File: src/rtl/fp_norm_round_if.sv
// fp_norm_round_if: handshake and data bundle between the FPU adder's
// mantissa ALU (master) and the normalize/round stage (slave).
interface fp_norm_round_if #(
    parameter int N_float = 32,
    parameter int N_exp   = 8,
    parameter int N_mant  = 23
);
    logic                 in_valid;
    logic                 in_ready;
    logic                 in_sign;
    logic [N_exp-1:0]     in_exp;
    logic [N_mant+4:0]    in_mant;
    logic                 out_valid;
    logic                 out_ready;
    logic [N_float-1:0]   float_R;
    logic                 out_overflow;
    logic                 out_underflow;

    modport master (
        output in_valid, in_sign, in_exp, in_mant, out_ready,
        input  in_ready, out_valid, float_R, out_overflow, out_underflow
    );

    modport slave (
        input  in_valid, in_sign, in_exp, in_mant, out_ready,
        output in_ready, out_valid, float_R, out_overflow, out_underflow
    );
endinterface

File: src/rtl/fp_norm_round.sv
// fp_norm_round: post-addition normalize / round-to-nearest-even stage.
// Takes the raw signed-magnitude sum {carry, hidden, fraction, G, R, S},
// normalizes one bit per cycle, rounds, re-normalizes and packs an
// IEEE-754 result. Denormals are not produced: results below the minimum
// normal exponent flush to signed zero.
module fp_norm_round #(
    parameter int N_float = 32,
    parameter int N_exp   = 8,
    parameter int N_mant  = 23
) (
    input  logic            clk,
    input  logic            rst_n,
    fp_norm_round_if.slave  bus
);
    // Mantissa working width and exponent width with one spare bit for wrap detection
    localparam int MW = N_mant + 5;
    localparam int EW = N_exp + 1;

    localparam logic [EW-1:0] EXP_MAX = {1'b0, {N_exp{1'b1}}};
    localparam logic [EW-1:0] EXP_ONE = EW'(1);

    typedef enum logic [2:0] {
        S_IDLE,
        S_NORM,
        S_ROUND,
        S_POST,
        S_DONE
    } state_t;

    state_t               r_state;
    logic                 r_sign;
    logic [EW-1:0]        r_exp;
    logic [MW-1:0]        r_mant;
    logic [N_float-1:0]   r_float;
    logic                 r_ovf;
    logic                 r_unf;
    logic                 r_out_valid;

    state_t               w_state;
    logic                 w_sign;
    logic [EW-1:0]        w_exp;
    logic [MW-1:0]        w_mant;
    logic [N_float-1:0]   w_float;
    logic                 w_ovf;
    logic                 w_unf;
    logic                 w_out_valid;

    // Right shift by one; the bit shifted past round is folded into sticky
    function automatic logic [MW-1:0] f_shr_sticky(input logic [MW-1:0] m);
        logic [MW-1:0] r;
        r    = {1'b0, m[MW-1:1]};
        r[0] = m[1] | m[0];
        return r;
    endfunction

    // Round to nearest, ties to even, at the fraction LSB (bit 3); G/R/S cleared
    function automatic logic [MW-1:0] f_round_rne(input logic [MW-1:0] m);
        logic          inc;
        logic [MW-1:0] r;
        inc = m[2] & (m[1] | m[0] | m[3]);
        r   = {m[MW-1:3], 3'b000};
        if (inc) begin
            r = r + {{(MW-4){1'b0}}, 4'b1000};
        end
        return r;
    endfunction

    // Signed infinity
    function automatic logic [N_float-1:0] f_inf(input logic s);
        return {s, {N_exp{1'b1}}, {N_mant{1'b0}}};
    endfunction

    // Signed zero
    function automatic logic [N_float-1:0] f_zero(input logic s);
        return {s, {(N_float-1){1'b0}}};
    endfunction

    // Pack sign, biased exponent and stored fraction
    function automatic logic [N_float-1:0] f_pack(input logic s,
                                                 input logic [N_exp-1:0] e,
                                                 input logic [N_mant-1:0] f);
        return {s, e, f};
    endfunction

    // State and datapath registers; reset discards any in-flight operation
    always_ff @(posedge clk or negedge rst_n) begin
        if (!rst_n) begin
            r_state     <= S_IDLE;
            r_sign      <= 1'b0;
            r_exp       <= '0;
            r_mant      <= '0;
            r_float     <= '0;
            r_ovf       <= 1'b0;
            r_unf       <= 1'b0;
            r_out_valid <= 1'b0;
        end else begin
            r_state     <= w_state;
            r_sign      <= w_sign;
            r_exp       <= w_exp;
            r_mant      <= w_mant;
            r_float     <= w_float;
            r_ovf       <= w_ovf;
            r_unf       <= w_unf;
            r_out_valid <= w_out_valid;
        end
    end

    // Next-state and next-datapath logic: one normalize/round action per cycle
    always_comb begin
        w_state     = r_state;
        w_sign      = r_sign;
        w_exp       = r_exp;
        w_mant      = r_mant;
        w_float     = r_float;
        w_ovf       = r_ovf;
        w_unf       = r_unf;
        w_out_valid = r_out_valid;

        case (r_state)
            S_IDLE: begin
                if (bus.in_valid) begin
                    w_sign = bus.in_sign;
                    w_exp  = {1'b0, bus.in_exp};
                    w_mant = bus.in_mant;
                    w_ovf  = 1'b0;
                    w_unf  = 1'b0;
                    if (&bus.in_exp) begin
                        w_float = f_inf(bus.in_sign);
                        w_ovf   = 1'b1;
                        w_state = S_DONE;
                    end else begin
                        w_state = S_NORM;
                    end
                end
            end

            S_NORM: begin
                if (r_mant == '0) begin
                    // Exact cancellation always yields +0
                    w_sign  = 1'b0;
                    w_float = f_zero(1'b0);
                    w_state = S_DONE;
                end else if (r_mant[MW-1]) begin
                    w_mant = f_shr_sticky(r_mant);
                    w_exp  = r_exp + EXP_ONE;
                    if (w_exp >= EXP_MAX) begin
                        w_float = f_inf(r_sign);
                        w_ovf   = 1'b1;
                        w_state = S_DONE;
                    end
                end else if (!r_mant[MW-2]) begin
                    // Exponent 1 is the smallest normal; one more shift would need a denormal
                    if (r_exp <= EXP_ONE) begin
                        w_float = f_zero(r_sign);
                        w_unf   = 1'b1;
                        w_state = S_DONE;
                    end else begin
                        w_mant = {r_mant[MW-2:0], 1'b0};
                        w_exp  = r_exp - EXP_ONE;
                    end
                end else begin
                    w_state = S_ROUND;
                end
            end

            S_ROUND: begin
                w_mant  = f_round_rne(r_mant);
                w_state = S_POST;
            end

            S_POST: begin
                if (r_mant[MW-1]) begin
                    // Rounding carried out of the hidden bit: fraction is all zeros here
                    w_mant = f_shr_sticky(r_mant);
                    w_exp  = r_exp + EXP_ONE;
                    if (w_exp >= EXP_MAX) begin
                        w_float = f_inf(r_sign);
                        w_ovf   = 1'b1;
                    end else begin
                        w_float = f_pack(r_sign, w_exp[N_exp-1:0], w_mant[N_mant+2:3]);
                    end
                end else begin
                    w_float = f_pack(r_sign, r_exp[N_exp-1:0], r_mant[N_mant+2:3]);
                end
                w_state = S_DONE;
            end

            S_DONE: begin
                // First DONE cycle raises valid; the transfer happens on a later cycle
                if (!r_out_valid) begin
                    w_out_valid = 1'b1;
                end else if (bus.out_ready) begin
                    w_out_valid = 1'b0;
                    w_state     = S_IDLE;
                end
            end

            default: begin
                w_state     = S_IDLE;
                w_out_valid = 1'b0;
            end
        endcase
    end

    assign bus.in_ready      = (r_state == S_IDLE);
    assign bus.out_valid     = r_out_valid;
    assign bus.float_R       = r_float;
    assign bus.out_overflow  = r_ovf;
    assign bus.out_underflow = r_unf;
endmodule

File: src/flat_wrapper.sv
// flat-port wrapper written by rule: the top's interface ports become plain ports
module fp_norm_round_flat 
#(
    parameter int N_float = 32,
    parameter int N_exp   = 8,
    parameter int N_mant  = 23
)
  (clk, rst_n, bus_in_valid, bus_in_sign, bus_in_exp, bus_in_mant, bus_out_ready, bus_in_ready, bus_out_valid, bus_float_R, bus_out_overflow, bus_out_underflow);
  fp_norm_round_if #(.N_float(N_float), .N_exp(N_exp), .N_mant(N_mant)) bus_i ();
  input  logic clk;
  input  logic rst_n;
  input wire logic [$bits(bus_i.in_valid)-1:0] bus_in_valid;
  input wire logic [$bits(bus_i.in_sign)-1:0] bus_in_sign;
  input wire logic [$bits(bus_i.in_exp)-1:0] bus_in_exp;
  input wire logic [$bits(bus_i.in_mant)-1:0] bus_in_mant;
  input wire logic [$bits(bus_i.out_ready)-1:0] bus_out_ready;
  output wire logic [$bits(bus_i.in_ready)-1:0] bus_in_ready;
  output wire logic [$bits(bus_i.out_valid)-1:0] bus_out_valid;
  output wire logic [$bits(bus_i.float_R)-1:0] bus_float_R;
  output wire logic [$bits(bus_i.out_overflow)-1:0] bus_out_overflow;
  output wire logic [$bits(bus_i.out_underflow)-1:0] bus_out_underflow;
  assign bus_i.in_valid = bus_in_valid;
  assign bus_i.in_sign = bus_in_sign;
  assign bus_i.in_exp = bus_in_exp;
  assign bus_i.in_mant = bus_in_mant;
  assign bus_i.out_ready = bus_out_ready;
  assign bus_in_ready = bus_i.in_ready;
  assign bus_out_valid = bus_i.out_valid;
  assign bus_float_R = bus_i.float_R;
  assign bus_out_overflow = bus_i.out_overflow;
  assign bus_out_underflow = bus_i.out_underflow;
  fp_norm_round #(.N_float(N_float), .N_exp(N_exp), .N_mant(N_mant)) u_core (.clk(clk), .rst_n(rst_n), .bus(bus_i));
endmodule
File: config.mk
export PLATFORM = sky130hd
export DESIGN_NAME = fp_norm_round_flat
export DESIGN_NICKNAME = d
export VERILOG_FILES = /design/src/rtl/fp_norm_round_if.sv /design/src/rtl/fp_norm_round.sv /design/src/flat_wrapper.sv
export SDC_FILE = /design/constraint.sdc
export NUM_CORES = 1
export LEC_CHECK = 0
export BUFFER_PORTS_ARGS = -buffer_cell sky130_fd_sc_hd__buf_4
export CAP_MARGIN = 20
export CORE_MARGIN = 10
export CORE_UTILIZATION = 40
export CTS_CLUSTER_DIAMETER = 80
export DETAILED_ROUTE_END_ITERATION = 10
export GPL_TIMING_DRIVEN = 0
export PLACE_DENSITY = 0.67
export SYNTH_ARGS = -nofsm -noshare
export SYNTH_HDL_FRONTEND = slang
export SYNTH_SLANG_ARGS = --single-unit
File: constraint.sdc
create_clock -name clk -period 5.7 [get_ports clk]
set_input_delay 1.14 -clock clk [delete_from_list [all_inputs] [get_ports clk]]
set_output_delay 1.14 -clock clk [all_outputs]
set_load 0.1 [all_outputs]
==> impl_metrics.ini <==
[die]
floorplan.initialDensity = 0.4050
top_level_ports = 77
die_y_um = 135.3
placeableCoreArea_um2 = 13140
die-area_um2 = 18320
num_rows = 42
die_w_um = 135.3

[sta]
tns_ps = 0
final.setup_skew_ps = 9.563
tightest_slew_ps = 935.2
timing.slew.headroom = 0.3708
fin_crit_ps = 3195
finalSetupViolations = 0
final_max_slew_viol_count = 0
rsz0062_at_grt = false
report.final.hold_viol_count = 0
final.period_utilization = 0.5605
achievable-frequency_mhz = 313.0

[critical_path]
cp_slowest_stage_delay_ps = 690
crit_path_cell_trace = buf_2 > inv_1 > ha_1 > o21bai_1 > nor4bb_4 > o31a_4 > nor4_2 > clkbuf_1 > o31ai_1 > a21oi_1
critical_path.reg2reg.startpoint = u_core.r_exp[1]$_DFFE_PN0P_
worstReg2RegEnd = u_core.r_mant[19]$_DFFE_PN0P_
crit_path_top_delay_cell = sky130_fd_sc_hd__nor4_2
r2r_cells = 10
timing.critical_path.to_type = flip-flop
worst-endpoint-required_ps = 5970
worst-endpoint-arrival_ps = 3460
timing.setup.critical_path_class = reg -> reg
startpoint_type = flip-flop
critical_path.max_fanout = 10
r2r_setup_slack_ps = 2510

[hold_path]
holdCritStartpoint = u_core.bus.float_R[31]$_DFFE_PN0P_
min-delay-path-class = reg -> reg
min_path_cells = 1
timing.hold.worst_endpoint = u_core.bus.float_R[31]$_DFFE_PN0P_

[detailed_routing]
avgRoutedWirePerCell_um = 21.01
drt_iter0_drc = 694
remaining_drc_errors = 0
total_wirelength_of_the_detailed_routed_design_um = 19080
num_vias = 5562
vias_per_cell = 6.126
drt_pre_antenna_iters = 5
postRouteAntennaNets = 0

[clock_tree]
worstSkewPairLatency_ps = 350
cts_max_path_buffers = 2
postCtsResizedCells = 0
buffer_type_at_the_clock_tree_root = sky130_fd_sc_hd__clkbuf_16
cts_sinks = 76
htreeDepth = 3
cts.hold.buffers_added = 0
clock_tree_from_tritoncts = done
tritoncts.num_buffers = 9
buffer_count_from_post_cts_setup_fixing = 0
worst_setup_hold_path_clk_slew_ps = 60

[finish]
final_layout_size_suffix_gt1_frac = 0.1817
area_growth_from_synthesis_to_final_layout_pct = 21.35
finish.net_count = 773
diodes = 0
nFillCells = 1316

[run]
max_cap_violations = 0

[synth]
synth.top_cell.area_share = 0.3574
yosys_warnings = 0
post_synth_instance_area_um2 = 5321
synth.distinct_cells = 70
yosys_most_used_dff = sky130_fd_sc_hd__dfrtp_1
seq_area_frac_synth = 0.3574
postSynth.asyncResetShare = 1.000
syn-mean-instance-area_um2 = 8.328
synth_top_area_cell = sky130_fd_sc_hd__dfrtp_1
post_synth_inst_count = 639
edff_count_synth = 0
postSynthRegisterBits = 76
netlist_top_cells_area = sky130_fd_sc_hd__dfrtp_1 36%, sky130_fd_sc_hd__nand2_1 5.9%, sky130_fd_sc_hd__a22o_1 4.3%
syn_nets = 685

[global_routing]
wire_length_of_the_first_global_routing_pass_um = 30480
number_of_global_route_vias_before_repair = 5411
antenna_violations_before_repair = 0
globalRouteTotalUtil = 0.2084
grt-ovfl-total = 0
grt_max_degree = 77

[run_status]
run_status = finished, final reports clean

[placement]
dp_hpwl_um = 14260
gp_congestion = 0.9385
io_buffers = 76
## registers in the layout, indices dropped and copies added (netlist names)
register,count
u_core.bus.float_R,32
u_core.bus.out_underflow,1
u_core.r_state,3
u_core.r_exp,9
u_core.bus.out_valid,1
u_core.r_sign,1
u_core.bus.out_overflow,1
u_core.r_mant,28
## cell families (layout without fill, tap and decap cells)
group                      count (synthesis)  count (layout)  share of synthesized area
adders and majority gates                  5               5                    0.01176
and+or+nand+nor                          228             228                     0.2135
xor gates and xnor gates                  12              12                    0.02116
DFF                                       76              76                     0.3574
muxes                                     14              14                    0.03315
AOI/OAI and AO/OA                        222             222                     0.2970
buffers and inverters                     82             175                    0.06607
## layout make-up
type,instances,area (um^2),area share
clock buffers,10,229.0,0.03546
plain buffers,68,299.0,0.04631
repair buffers,77,598.1,0.09262
clock inverters,6,88.84,0.01376
inverters,14,52.55,0.008138
well taps,176,220.2,0.03410
flip-flops and latches,76,1902,0.2945
multi-input cells,481,3068,0.4751
## synth_stat cells, types with 4 or more instances
library cell                count
sky130_fd_sc_hd__dfrtp_1       76
sky130_fd_sc_hd__or2_2          5
sky130_fd_sc_hd__inv_1         14
sky130_fd_sc_hd__o211ai_1       4
sky130_fd_sc_hd__nand2_1       83
sky130_fd_sc_hd__mux2_4         6
sky130_fd_sc_hd__nand3_1       22
sky130_fd_sc_hd__ha_1           5
sky130_fd_sc_hd__or4_1          4
sky130_fd_sc_hd__a221o_1        5
sky130_fd_sc_hd__xnor2_1        8
sky130_fd_sc_hd__a31oi_1       11
sky130_fd_sc_hd__buf_2         11
sky130_fd_sc_hd__a22oi_1        8
sky130_fd_sc_hd__o31ai_1        6
sky130_fd_sc_hd__and3_1        12
sky130_fd_sc_hd__nor2_1        41
sky130_fd_sc_hd__nand4_1       13
sky130_fd_sc_hd__a21o_1         5
sky130_fd_sc_hd__o22ai_1       14
sky130_fd_sc_hd__o2bb2ai_1     21
sky130_fd_sc_hd__a21oi_1       33
sky130_fd_sc_hd__o21ai_1       16
sky130_fd_sc_hd__nor3_1        14
sky130_fd_sc_hd__a22o_1        26
sky130_fd_sc_hd__nor4_1        12
sky130_fd_sc_hd__o21ai_0       36
sky130_fd_sc_hd__clkbuf_1      51
sky130_fd_sc_hd__a222oi_1       5
## worst max-delay path by stage
stage                                  start  depth (start not counted)                            endpoint  slack, ps
6_report         u_core.r_exp[1]$_DFFE_PN0P_                         10       u_core.r_mant[19]$_DFFE_PN0P_       2510
5_1_grt          u_core.r_exp[1]$_DFFE_PN0P_                         10       u_core.r_mant[19]$_DFFE_PN0P_       2320
4_1_cts          u_core.r_exp[1]$_DFFE_PN0P_                         10       u_core.r_mant[19]$_DFFE_PN0P_       2510
3_5_place_dp                    bus_in_valid                          8       u_core.r_mant[19]$_DFFE_PN0P_       2270
3_3_place_gp                    bus_in_valid                          8       u_core.r_mant[19]$_DFFE_PN0P_       2350
2_1_floorplan  u_core.r_state[1]$_DFFE_PN0P_                          6  u_core.bus.float_R[25]$_DFFE_PN0P_       1570
## per-stage QoR
stage               setup slack, ps  utilization  std cells  hold slack [ps]  area, um^2
global route                   2318       0.4915        908            521.9        6457
global placement               2345       0.4652        891            489.5        6112
finish                         2505       0.4915        908            500.3        6457
floorplan                      1567            -        639            498.3        5321
CTS                            2509       0.4894        907            507.9        6430
detailed placement             2267       0.4652        891            492.9        6112
## critical path: cells and delay by family, from the launching register on
family,cells,cell delay (ps)
flops,1,370
simple gates,2,870
buf+inv,3,840
fa+ha+maj,1,190
compound gates,4,830
## placed cells by master, fill, tap and decap left out, drive strengths merged, types with 12 or more instances in the layout
| cell type | n |
|---|---|
| nor4 | 15 |
| clkbuf | 61 |
| o21ai | 52 |
| buf | 94 |
| nand4 | 13 |
| a22o | 26 |
| dfrtp | 76 |
| inv | 14 |
| a21oi | 33 |
| o2bb2ai | 21 |
| nor3 | 15 |
| nand2 | 83 |
| nand3 | 22 |
| o22ai | 14 |
| nor2 | 42 |
| and3 | 12 |
## per-layer routing
| metal | routed length [um] | global-route usage | share of wire |
|---|---|---|---|
| met3 | 1682 | 0.04117 | 0.088 |
| met2 | 8481 | 0.3114 | 0.44 |
| met1 | 8514 | 0.2912 | 0.45 |
| met4 | 402 | 0.07536 | 0.021 |
| met5 | 0 | 0 | 0 |
Power is not shown: default switching activity piles up to over one toggle a cycle in this logic, so the estimate is an artifact.
